**config.mk**
```make
export PLATFORM = sky130hd
export DESIGN_NAME = sample_writer
export DESIGN_NICKNAME = d
export VERILOG_FILES = /design/src/rtl/sample_writer_pkg.sv /design/src/rtl/sample_shift_reg.sv /design/src/rtl/sample_writer.sv
export SDC_FILE = /design/constraint.sdc
export NUM_CORES = 1
export LEC_CHECK = 0
export BUFFER_PORTS_ARGS = -buffer_cell sky130_fd_sc_hd__buf_2
export CAP_MARGIN = 30
export CORE_ASPECT_RATIO = 1.2
export CORE_UTILIZATION = 40
export DETAILED_ROUTE_END_ITERATION = 12
export PLACE_DENSITY = 0.69
export SLEW_MARGIN = 10
export SYNTH_ARGS = -nofsm -noshare
export SYNTH_HDL_FRONTEND = slang
export SYNTH_SLANG_ARGS = --single-unit
```
**constraint.sdc**
```tcl
create_clock -name clk -period 2.2 [get_ports clk]
set_input_delay 0.44 -clock clk [delete_from_list [all_inputs] [get_ports clk]]
set_output_delay 0.44 -clock clk [all_outputs]
set_load 0.005 [all_outputs]
```
**src/rtl/sample_writer_pkg.sv**
```systemverilog
// Shared audio definitions for the sample writer: parameter defaults and
// FSM state encoding.
package sample_writer_pkg;

  localparam int SAMPLE_W_DEFAULT = 16;
  localparam int WAIT_MAX_DEFAULT = 15;

  localparam logic [1:0] ST_IDLE  = 2'd0;
  localparam logic [1:0] ST_REQ   = 2'd1;
  localparam logic [1:0] ST_WAIT  = 2'd2;
  localparam logic [1:0] ST_SHIFT = 2'd3;

endpackage

```
**src/rtl/sample_shift_reg.sv**
```systemverilog
// Hold register and bit-index counter for one stereo frame.
// The hold register rotates left on every shift, so its MSB is always the
// bit on the wire. After 2*SAMPLE_W rotations it is back to the captured
// value, which lets a timed-out request replay the previous sample.
module sample_shift_reg
  import sample_writer_pkg::*;
#(
  parameter int SAMPLE_W = SAMPLE_W_DEFAULT,
  localparam int IDX_W   = $clog2(2 * SAMPLE_W)
) (
  input  logic                clk,
  input  logic                reset,
  input  logic                load_i,
  input  logic                shift_i,
  input  logic [SAMPLE_W-1:0] sample_i,
  output logic                msb_d_o,
  output logic                right_d_o,
  output logic                last_o
);

  localparam logic [IDX_W-1:0] IDX_LAST  = IDX_W'(2 * SAMPLE_W - 1);
  localparam logic [IDX_W-1:0] IDX_RIGHT = IDX_W'(SAMPLE_W);

  logic [SAMPLE_W-1:0] hold_q, hold_d;
  logic [IDX_W-1:0]    idx_q, idx_d;

  assign last_o = (idx_q == IDX_LAST);

  // Next hold value and bit index: load wins over shift; index wraps on the last bit
  always_comb begin
    hold_d = hold_q;
    idx_d  = idx_q;
    if (load_i) begin
      hold_d = sample_i;
      idx_d  = '0;
    end else if (shift_i) begin
      hold_d = {hold_q[SAMPLE_W-2:0], hold_q[SAMPLE_W-1]};
      idx_d  = last_o ? '0 : idx_q + IDX_W'(1);
    end else begin
      hold_d = hold_q;
      idx_d  = idx_q;
    end
  end

  // Look-ahead values so the parent can register sdata/lrclk in step with the state
  assign msb_d_o   = hold_d[SAMPLE_W-1];
  assign right_d_o = (idx_d >= IDX_RIGHT);

  // Hold register and index storage
  always_ff @(posedge clk or negedge reset) begin
    if (!reset) begin
      hold_q <= '0;
      idx_q  <= '0;
    end else begin
      hold_q <= hold_d;
      idx_q  <= idx_d;
    end
  end

endmodule

```
**src/rtl/sample_writer.sv**
```systemverilog
// Serial audio sample writer: requests a sample each frame, waits a bounded
// time for it, then shifts it out MSB first on the left and right channels.
module sample_writer
  import sample_writer_pkg::*;
#(
  parameter int SAMPLE_W = SAMPLE_W_DEFAULT,
  parameter int WAIT_MAX = WAIT_MAX_DEFAULT
) (
  input  logic                clk,
  input  logic                reset,
  input  logic                frame_start,
  input  logic                bit_en,
  input  logic                sample_ready,
  input  logic [SAMPLE_W-1:0] sample,
  input  logic                clear_flags,
  output logic                generate_next,
  output logic                sdata,
  output logic                lrclk,
  output logic                busy,
  output logic                underrun,
  output logic                overrun
);

  localparam int WAIT_W = $clog2(WAIT_MAX + 1);
  localparam logic [WAIT_W-1:0] WAIT_LIM = WAIT_W'(WAIT_MAX);

  logic [1:0]        state_q, state_d;
  logic [WAIT_W-1:0] wait_q, wait_d, wait_inc;
  logic gen_q, gen_d, sdata_q, sdata_d, lrclk_q, lrclk_d, busy_q, busy_d;
  logic under_q, under_d, over_q, over_d;
  logic load, shift, timeout, final_bit, over_set;
  logic msb_d, right_d, last_bit;

  assign shift    = (state_q == ST_SHIFT) && bit_en;
  assign wait_inc = wait_q + WAIT_W'(1);

  sample_shift_reg #(.SAMPLE_W(SAMPLE_W)) u_shift (
    .clk       (clk),
    .reset     (reset),
    .load_i    (load),
    .shift_i   (shift),
    .sample_i  (sample),
    .msb_d_o   (msb_d),
    .right_d_o (right_d),
    .last_o    (last_bit)
  );

  // FSM next state, wait counter and capture/timeout decisions
  always_comb begin
    state_d   = state_q;
    wait_d    = wait_q;
    load      = 1'b0;
    timeout   = 1'b0;
    final_bit = 1'b0;
    case (state_q)
      ST_IDLE: begin
        state_d = frame_start ? ST_REQ : ST_IDLE;
      end
      ST_REQ: begin
        wait_d  = '0;
        state_d = ST_WAIT;
      end
      ST_WAIT: begin
        if (sample_ready) begin
          load    = 1'b1;
          state_d = ST_SHIFT;
        end else begin
          wait_d = wait_inc;
          if (wait_inc == WAIT_LIM) begin
            timeout = 1'b1;
            state_d = ST_SHIFT;
          end else begin
            state_d = ST_WAIT;
          end
        end
      end
      ST_SHIFT: begin
        if (bit_en && last_bit) begin
          // A frame_start landing on the final bit starts the next frame at once
          final_bit = 1'b1;
          state_d   = frame_start ? ST_REQ : ST_IDLE;
        end else begin
          state_d = ST_SHIFT;
        end
      end
      default: begin
        state_d = ST_IDLE;
      end
    endcase
  end

  // Sticky flags (a set event beats a same-cycle clear) and registered output values
  always_comb begin
    over_set = frame_start && (state_q != ST_IDLE) && !final_bit;
    under_d  = timeout  ? 1'b1 : (clear_flags ? 1'b0 : under_q);
    over_d   = over_set ? 1'b1 : (clear_flags ? 1'b0 : over_q);
    gen_d    = (state_d == ST_REQ);
    busy_d   = (state_d != ST_IDLE);
    sdata_d  = (state_d == ST_SHIFT) ? msb_d : 1'b0;
    lrclk_d  = (state_d == ST_SHIFT) ? right_d : 1'b0;
  end

  // State, counter, flags and output registers
  always_ff @(posedge clk or negedge reset) begin
    if (!reset) begin
      state_q <= ST_IDLE;
      wait_q  <= '0;
      gen_q   <= 1'b0;
      sdata_q <= 1'b0;
      lrclk_q <= 1'b0;
      busy_q  <= 1'b0;
      under_q <= 1'b0;
      over_q  <= 1'b0;
    end else begin
      state_q <= state_d;
      wait_q  <= wait_d;
      gen_q   <= gen_d;
      sdata_q <= sdata_d;
      lrclk_q <= lrclk_d;
      busy_q  <= busy_d;
      under_q <= under_d;
      over_q  <= over_d;
    end
  end

  assign generate_next = gen_q;
  assign sdata         = sdata_q;
  assign lrclk         = lrclk_q;
  assign busy          = busy_q;
  assign underrun      = under_q;
  assign overrun       = over_q;

endmodule

```
==> results of run 1 <==
[layer usage]
metal | routed length (um) | global-route usage, % | share of wire [%] | vias to the layer above
met5 | 0 | 0 | 0 | -
met4 | 37 | 4.651 | 1.2 | 0
met3 | 152 | 5.596 | 4.8 | 6
met2 | 1501 | 26.74 | 47 | 31
met1 | 1502 | 22.68 | 47 | 611
li1 | - | - | - | 637
[stage by stage]
stage	power, W	hold WS [ps]	utilization, %	cells	area [um2]
after global placement	0.001350	459.6	46.14	242	1804
final	0.001761	217.9	48.03	248	1878
after global routing	0.001887	279.5	48.03	248	1878
after floorplan	0.001228	144.4	-	163	1620
after CTS	0.001781	248.1	48.03	248	1878
after detailed placement	0.001370	462.0	46.14	242	1804
[area by class of cell]
| cell class | instances | area (um2) | share of cell area [%] |
|---|---|---|---|
| well taps | 54 | 67.56 | 3.598 |
| repair buffers | 33 | 180.2 | 9.594 |
| inverters | 8 | 30.03 | 1.599 |
| flip-flops and latches | 33 | 825.8 | 43.97 |
| clock inverters | 1 | 5.005 | 0.2665 |
| multi-input cells | 114 | 700.7 | 37.31 |
| clock buffers | 5 | 68.82 | 3.664 |
[registers in the layout (all words and copies together) (netlist names)]
signal / flops
busy: 1
generate_next: 1
lrclk: 1
overrun: 1
sdata: 1
state_q: 2
u_shift.hold_q: 16
u_shift.idx_q: 5
underrun: 1
wait_q: 4
[kinds of logic (layout without fill, tap and decap cells)]
| kind of cell | after synthesis | count (layout) | share of synthesized area [%] |
|---|---|---|---|
| xor+xnor | 2 | 2 | 1.081 |
| mux | 2 | 2 | 1.236 |
| buf+inv | 16 | 47 | 5.791 |
| simple gates | 63 | 63 | 20.00 |
| compound gates | 43 | 43 | 17.84 |
| flops | 33 | 33 | 50.97 |
| fa+ha+maj | 4 | 4 | 3.089 |
[power groups by stage]
stage | logic (W) | registers (W) | clock network [W]
final | 0.000420 | 0.000934 | 0.000406
after global routing | 0.000487 | 0.000964 | 0.000437
after CTS | 0.000429 | 0.000932 | 0.000420
after detailed placement | 0.000429 | 0.000941 | 0
after global placement | 0.000412 | 0.000938 | 0
after floorplan | 0.000321 | 0.000907 | 0
[synthesized netlist by cell type]
master / n
nor3b_2: 1
and3_1: 1
nand2_1: 32
o21ai_0: 9
xnor2_1: 2
nor2_1: 8
nand2b_1: 1
and4b_1: 1
a211oi_4: 1
nor2b_1: 1
ha_1: 4
inv_1: 8
nor3b_1: 1
nor3_1: 5
nor2_2: 1
buf_2: 3
and3b_1: 1
nor4b_1: 1
nand3_4: 1
and3_2: 1
mux2i_1: 2
nand3_1: 3
a22o_1: 2
buf_6: 3
o22ai_1: 3
a31oi_1: 1
a21o_1: 2
dfrtp_1: 33
or4_1: 1
o211ai_1: 1
nand4b_1: 1
o32ai_1: 1
a22oi_1: 14
a21oi_1: 9
nand3b_1: 1
buf_4: 2
and4bb_2: 1
[final timing paths]
| path | to | slack (ps) | cells after the start |
|---|---|---|---|
| worst max-delay path | busy | 310 | 7 |
| worst min-delay path | wait_q[2] | 220 | 1 |
| worst max register to register | busy | 310 | 7 |
| worst min register to register | u_shift.hold_q[0] | 470 | 2 |
| max in group asynchronous | sdata | 1520 | 1 |
| min in group clk | overrun | 370 | 2 |
==> flow_summary_export.csv, run 1 <==
group,metric,value,unit
timing,fin_crit_sh,85.84,%
global_route,grt-ovfl-total,0,
hold_path,hp-class,"input port to async pin",
worst_setup_path,r2r-start,"u_shift.idx_q[0]",
timing,worst_slack,311.5,ps
global_route,antenna_found_initial,0,
cells_and_area,antenna_cells,0,
yosys,synth_area_leaders,"dfrtp_1 51%, nand2_1 7.4%, a22oi_1 6.5%",
power_and_ir_drop,power.internal,0.001203,W
placed_design,io_buffers,27,
yosys,synth_fp_nets,189,
clocking,ctsHoldBuffers,0,
worst_setup_path,crit_top_cell,"ha_1",
worst_setup_path,cp_top_family,"compound AO/OA/AOI/OAI gates",
power_and_ir_drop,clkPwrFrac,23.1,%
detailed_routing,wl,3.193,mm
detailed_routing,viasPerCell,5.181,
yosys,synth_seq_area_share,50.97,%
placed_design,dp_hpwl,2.279,mm
timing,final_hold_viol_count,0,
yosys,synthDistinctLibCells,37,
yosys,synth.top_cell.area_share,50.97,%
power_and_ir_drop,netSwitchingFraction,31.69,%
clocking,htreeDepth,2,
global_route,grt_max_degree,34,
yosys,synth_top_cell_by_area,"dfrtp_1",
global_route,grt_pass1_wl,5.533,mm
placed_design,place_congestion,0.8576,
worst_setup_path,crit_chain,"ha_1 -> and3_1 -> ha_1 -> nand3b_1 -> a21o_1 -> a211oi_4 -> a21oi_1",
worst_setup_path,arrival,2030,ps
clocking,post_cts_buffers,0,
timing,clock_skew,2.434,ps
worst_setup_path,worstSetupStartpointType,"flop",
floorplanning,start_util,41.44,%
yosys,syn_inst,163,
floorplanning,dieHeight,71.72,um
timing,fin_crit,1888,ps
power_and_ir_drop,p_switching,0.0005579,W
worst_setup_path,worstPathMaxFanout,7,
timing,fmaxAchievable,529.5,MHz
yosys,avgSynthCellArea,9.941,um2
global_route,grt_use_total,17.15,%
timing,tightest_slew,728.2,ps
detailed_routing,first_iter_violations,71,
detailed_routing,wire_per_inst,12.88,um
timing,final-setup-viol-count,0,
run,maxCapViolations,0,
timing,fin_setup_tns,0,ps
worst_setup_path,path_class,"flop to flop",
worst_setup_path,slowest_delay,400,ps
timing,slew_viol_final,0,
outcome,status,"completed",
cells_and_area,fin_nets,221,
yosys,yosysWarnings,0,
power_and_ir_drop,power_frac_comb,23.9,%
clocking,numCtsBuffers,5,
clocking,cts_buffer_depth,2,
cells_and_area,drive_above_1_share,23.20,%
floorplanning,num_io_pins,28,
detailed_routing,drcViolationCount,0,
worst_setup_path,critPathRequiredTime,2340,ps
cells_and_area,final_cell_mix,"33 x dfrtp_1, 32 x nand2_1, 27 x buf_2",
cells_and_area,area_growth,15.91,%
timing,slew_headroom,51.45,%
power_and_ir_drop,power.density,937.4,nW/um2
clocking,cts_root_buffer,"clkbuf_8",
worst_setup_path,cp-end-kind,"flop",
cells_and_area,fill_cells,376,
worst_setup_path,crit_path_top_delay_cell,"dfrtp_1",
worst_setup_path,crit_start,"u_shift.idx_q[0]",
worst_setup_path,path_buf_inv,0,
cells_and_area,final_common_cell,"dfrtp_1",
floorplanning,rows,25,
clocking,cts_tree,"done",
floorplanning,core,3910,um2
global_route,grt_pass1_vias,1224,
clocking,cts_resized,0,
detailed_routing,ant_nets,0,
floorplanning,die_w,60.10,um
power_and_ir_drop,total_leakage_power,0.9250,nW
placed_design,dp_slack,369.6,ps
yosys,synth_area,1620,um2
timing,rsz0062_at_grt,"no",
clocking,numClockSinks,33,
power_and_ir_drop,vdd_drop_max,0.5334,mV
detailed_routing,vias,1285,
yosys,ys_ff_latch,33,
detailed_routing,drtPass1Iterations,4,
power_and_ir_drop,seqPwrFrac,53.1,%
floorplanning,die_area,4310,um2
clocking,insertion_delay,280,ps
clocking,clk_pin_slew,60,ps
Note: power is estimated with default switching activity, not from simulation.
==> run 2: changes to the inputs <==
- PLACE_DENSITY: 0.69 -> 0.71
- clock period: 2.2 -> 1.53 ns (I/O delays scaled with it)
==> run 2 against run 1 <==
  * Critical path type unchanged
  * Critical path depth stayed put
  * Sequential power rose by 41%
  * Cell area up 10%
  * Via count up 2.2%
  * Sequential share of layout area fell by 4.1 points
  * Routed wire length up 1.9%
  * Largest power group unchanged
  * Clock-buffer cell count did not move
  * Flip-flop and latch count is the same
  * Die area is the same
  * The run now ends with negative setup slack left
  * Highest routed layer unchanged
==> flow_summary_export.csv, run 2 (synthesis gave the netlist of run 1 again) <==
group,metric,value,unit
outcome,status,"finished with violations",
outcome,violations,"negative setup slack",
floorplanning,die_area,4310,um2
worst_setup_path,path_class,"flop to flop",
power_and_ir_drop,seqPwrFrac,48.7,%
clocking,cts_root_buffer,"clkbuf_8",
cells_and_area,drive_above_1_share,34.29,%
timing,slew_viol_final,0,
power_and_ir_drop,power.density,1311,nW/um2
worst_setup_path,r2r-start,"u_shift.idx_q[1]",
power_and_ir_drop,netSwitchingFraction,31.27,%
cells_and_area,fin_nets,237,
cells_and_area,final_cell_mix,"33 x dfrtp_1, 32 x nand2_1, 27 x buf_2",
placed_design,place_congestion,0.7728,
cells_and_area,final_util,52.93,%
timing,final-setup-viol-count,6,
floorplanning,core,3910,um2
floorplanning,die_w,60.10,um
timing,clock_skew,3.776,ps
power_and_ir_drop,power_frac_comb,30.0,%
power_and_ir_drop,p_switching,0.0008480,W
worst_setup_path,cp-end-kind,"flop",
detailed_routing,drtPass1Iterations,4,
clocking,cts_buffer_depth,2,
detailed_routing,wire_per_inst,12.33,um
timing,rsz0062_at_grt,"yes",
global_route,grt_pass1_vias,1190,
worst_setup_path,crit_chain,"ha_2 -> and3_4 -> ha_4 -> nand3b_1 -> a21o_1 -> a211oi_4 -> a21oi_1",
clocking,numCtsBuffers,5,
detailed_routing,drcViolationCount,0,
detailed_routing,first_iter_violations,47,
cells_and_area,multi_input_area,762.0,um2
timing,tightest_slew,411.9,ps
power_and_ir_drop,vdd_drop_max,0.7081,mV
clocking,cts_tree,"done",
worst_setup_path,reg2reg_slack,-130,ps
detailed_routing,viasPerCell,4.973,
clocking,ctsHoldBuffers,0,
clocking,htreeDepth,2,
placed_design,io_buffers,27,
cells_and_area,reg_top3,"u_shift.hold_q (16), u_shift.idx_q (5), wait_q (4)",
placed_design,dp_hpwl,2.393,mm
worst_setup_path,crit_path_top_delay_cell,"dfrtp_1",
timing,fmaxAchievable,603.5,MHz
worst_setup_path,slowest_delay,370,ps
detailed_routing,ant_nets,0,
timing,fin_crit_sh,108.3,%
cells_and_area,fill_cells,366,
power_and_ir_drop,total_leakage_power,1.002,nW
global_route,grt_pass1_wl,5.437,mm
hold_path,hp-class,"input port to async pin",
cells_and_area,final_common_cell,"dfrtp_1",
worst_setup_path,critPathRequiredTime,1680,ps
timing,worst_slack,-127.0,ps
floorplanning,dieHeight,71.72,um
global_route,antenna_found_initial,0,
power_and_ir_drop,clkPwrFrac,21.3,%
clocking,clk_pin_slew,60,ps
timing,fin_crit,1657,ps
worst_setup_path,worstSetupStartpointType,"flop",
floorplanning,num_io_pins,28,
cells_and_area,area_growth,27.72,%
worst_setup_path,path_buf_inv,0,
worst_setup_path,cp_top_family,"compound AO/OA/AOI/OAI gates",
timing,slew_headroom,72.54,%
worst_setup_path,worstPathMaxFanout,5,
worst_setup_path,r2r_cells,7,
cells_and_area,seqCellArea,825.8,um2
floorplanning,rows,25,
worst_setup_path,arrival,1810,ps
timing,fin_setup_tns,-540.8,ps
power_and_ir_drop,power.internal,0.001864,W
timing,final_hold_viol_count,0,
global_route,grt_max_degree,34,
run,maxCapViolations,0,
cells_and_area,antenna_cells,0,
clocking,insertion_delay,280,ps
floorplanning,start_util,41.44,%
detailed_routing,vias,1313,
worst_setup_path,timing.rr.end,"busy",
global_route,grt-ovfl-total,0,
global_route,grt_use_total,16.90,%
cells_and_area,largest_reg_flops,16,
clocking,numClockSinks,33,
detailed_routing,wl,3.255,mm
cells_and_area,top_register,"u_shift.hold_q",
-- run 2: cell types whose count changed in the layout (fill, tap and decap cells not counted), sizes merged --
cell,before,now
buf,33,49
-- run 2: worst max path at each step --
stage,from,to,slack [ps],cells after the start
final,u_shift.idx_q[1],busy,-130,7
after global routing,u_shift.idx_q[1],busy,-200,7
after CTS,u_shift.idx_q[1],busy,-140,7
after detailed placement,u_shift.idx_q[1],busy,-140,7
after global placement,u_shift.idx_q[1],busy,-60,7
after floorplan,u_shift.idx_q[0],busy,-60,7
-- run 2: final cells by class --
class | count | area share (%)
inverters | 8 | 1.572
multi-input cells | 114 | 36.82
flip-flops and latches | 33 | 39.90
clock buffers | 5 | 3.325
repair buffers | 49 | 14.87
clock inverters | 1 | 0.2418
well taps | 54 | 3.265
-- run 2: power by group through the flow --
stage | Combinational [W] | Sequential, W | Clock [W]
after global routing | 0.000941 | 0.00135 | 0.000627
after detailed placement | 0.000777 | 0.00133 | 0
after CTS | 0.000786 | 0.00132 | 0.000596
after floorplan | 0.000467 | 0.00131 | 0
after global placement | 0.000761 | 0.00132 | 0
final | 0.000814 | 0.00132 | 0.000577
-- run 2: timing repair --
| item | in CTS | in global routing |
|---|---|---|
| endpoints found under the setup margin | 11 | 27 |
| gates resized for setup | 3 | 11 |
| setup buffers | 0 | 1 |
| pin swaps | 0 | 3 |
-- run 2: routing by layer --
layer,track usage (%),routed length (um),vias up
li1,-,-,669
met1,21.61,1481,616
met2,26.86,1611,25
met3,5.776,128,3
met4,4.651,34,0
met5,0,0,-
-- run 2: stage by stage --
stage               area [um2]  std cells  total power [W]  hold WS, ps  setup slack [ps]
floorplan                 1640        163         0.001777        10.41            -61.99
detailed placement        1937        257         0.002111        351.1            -136.8
finish                    2069        264         0.002712        37.50            -127.0
global route              2069        264         0.002916        70.94            -198.1
global placement          1937        257         0.002085        348.5            -61.55
CTS                       2017        263         0.002703        55.73            -140.9
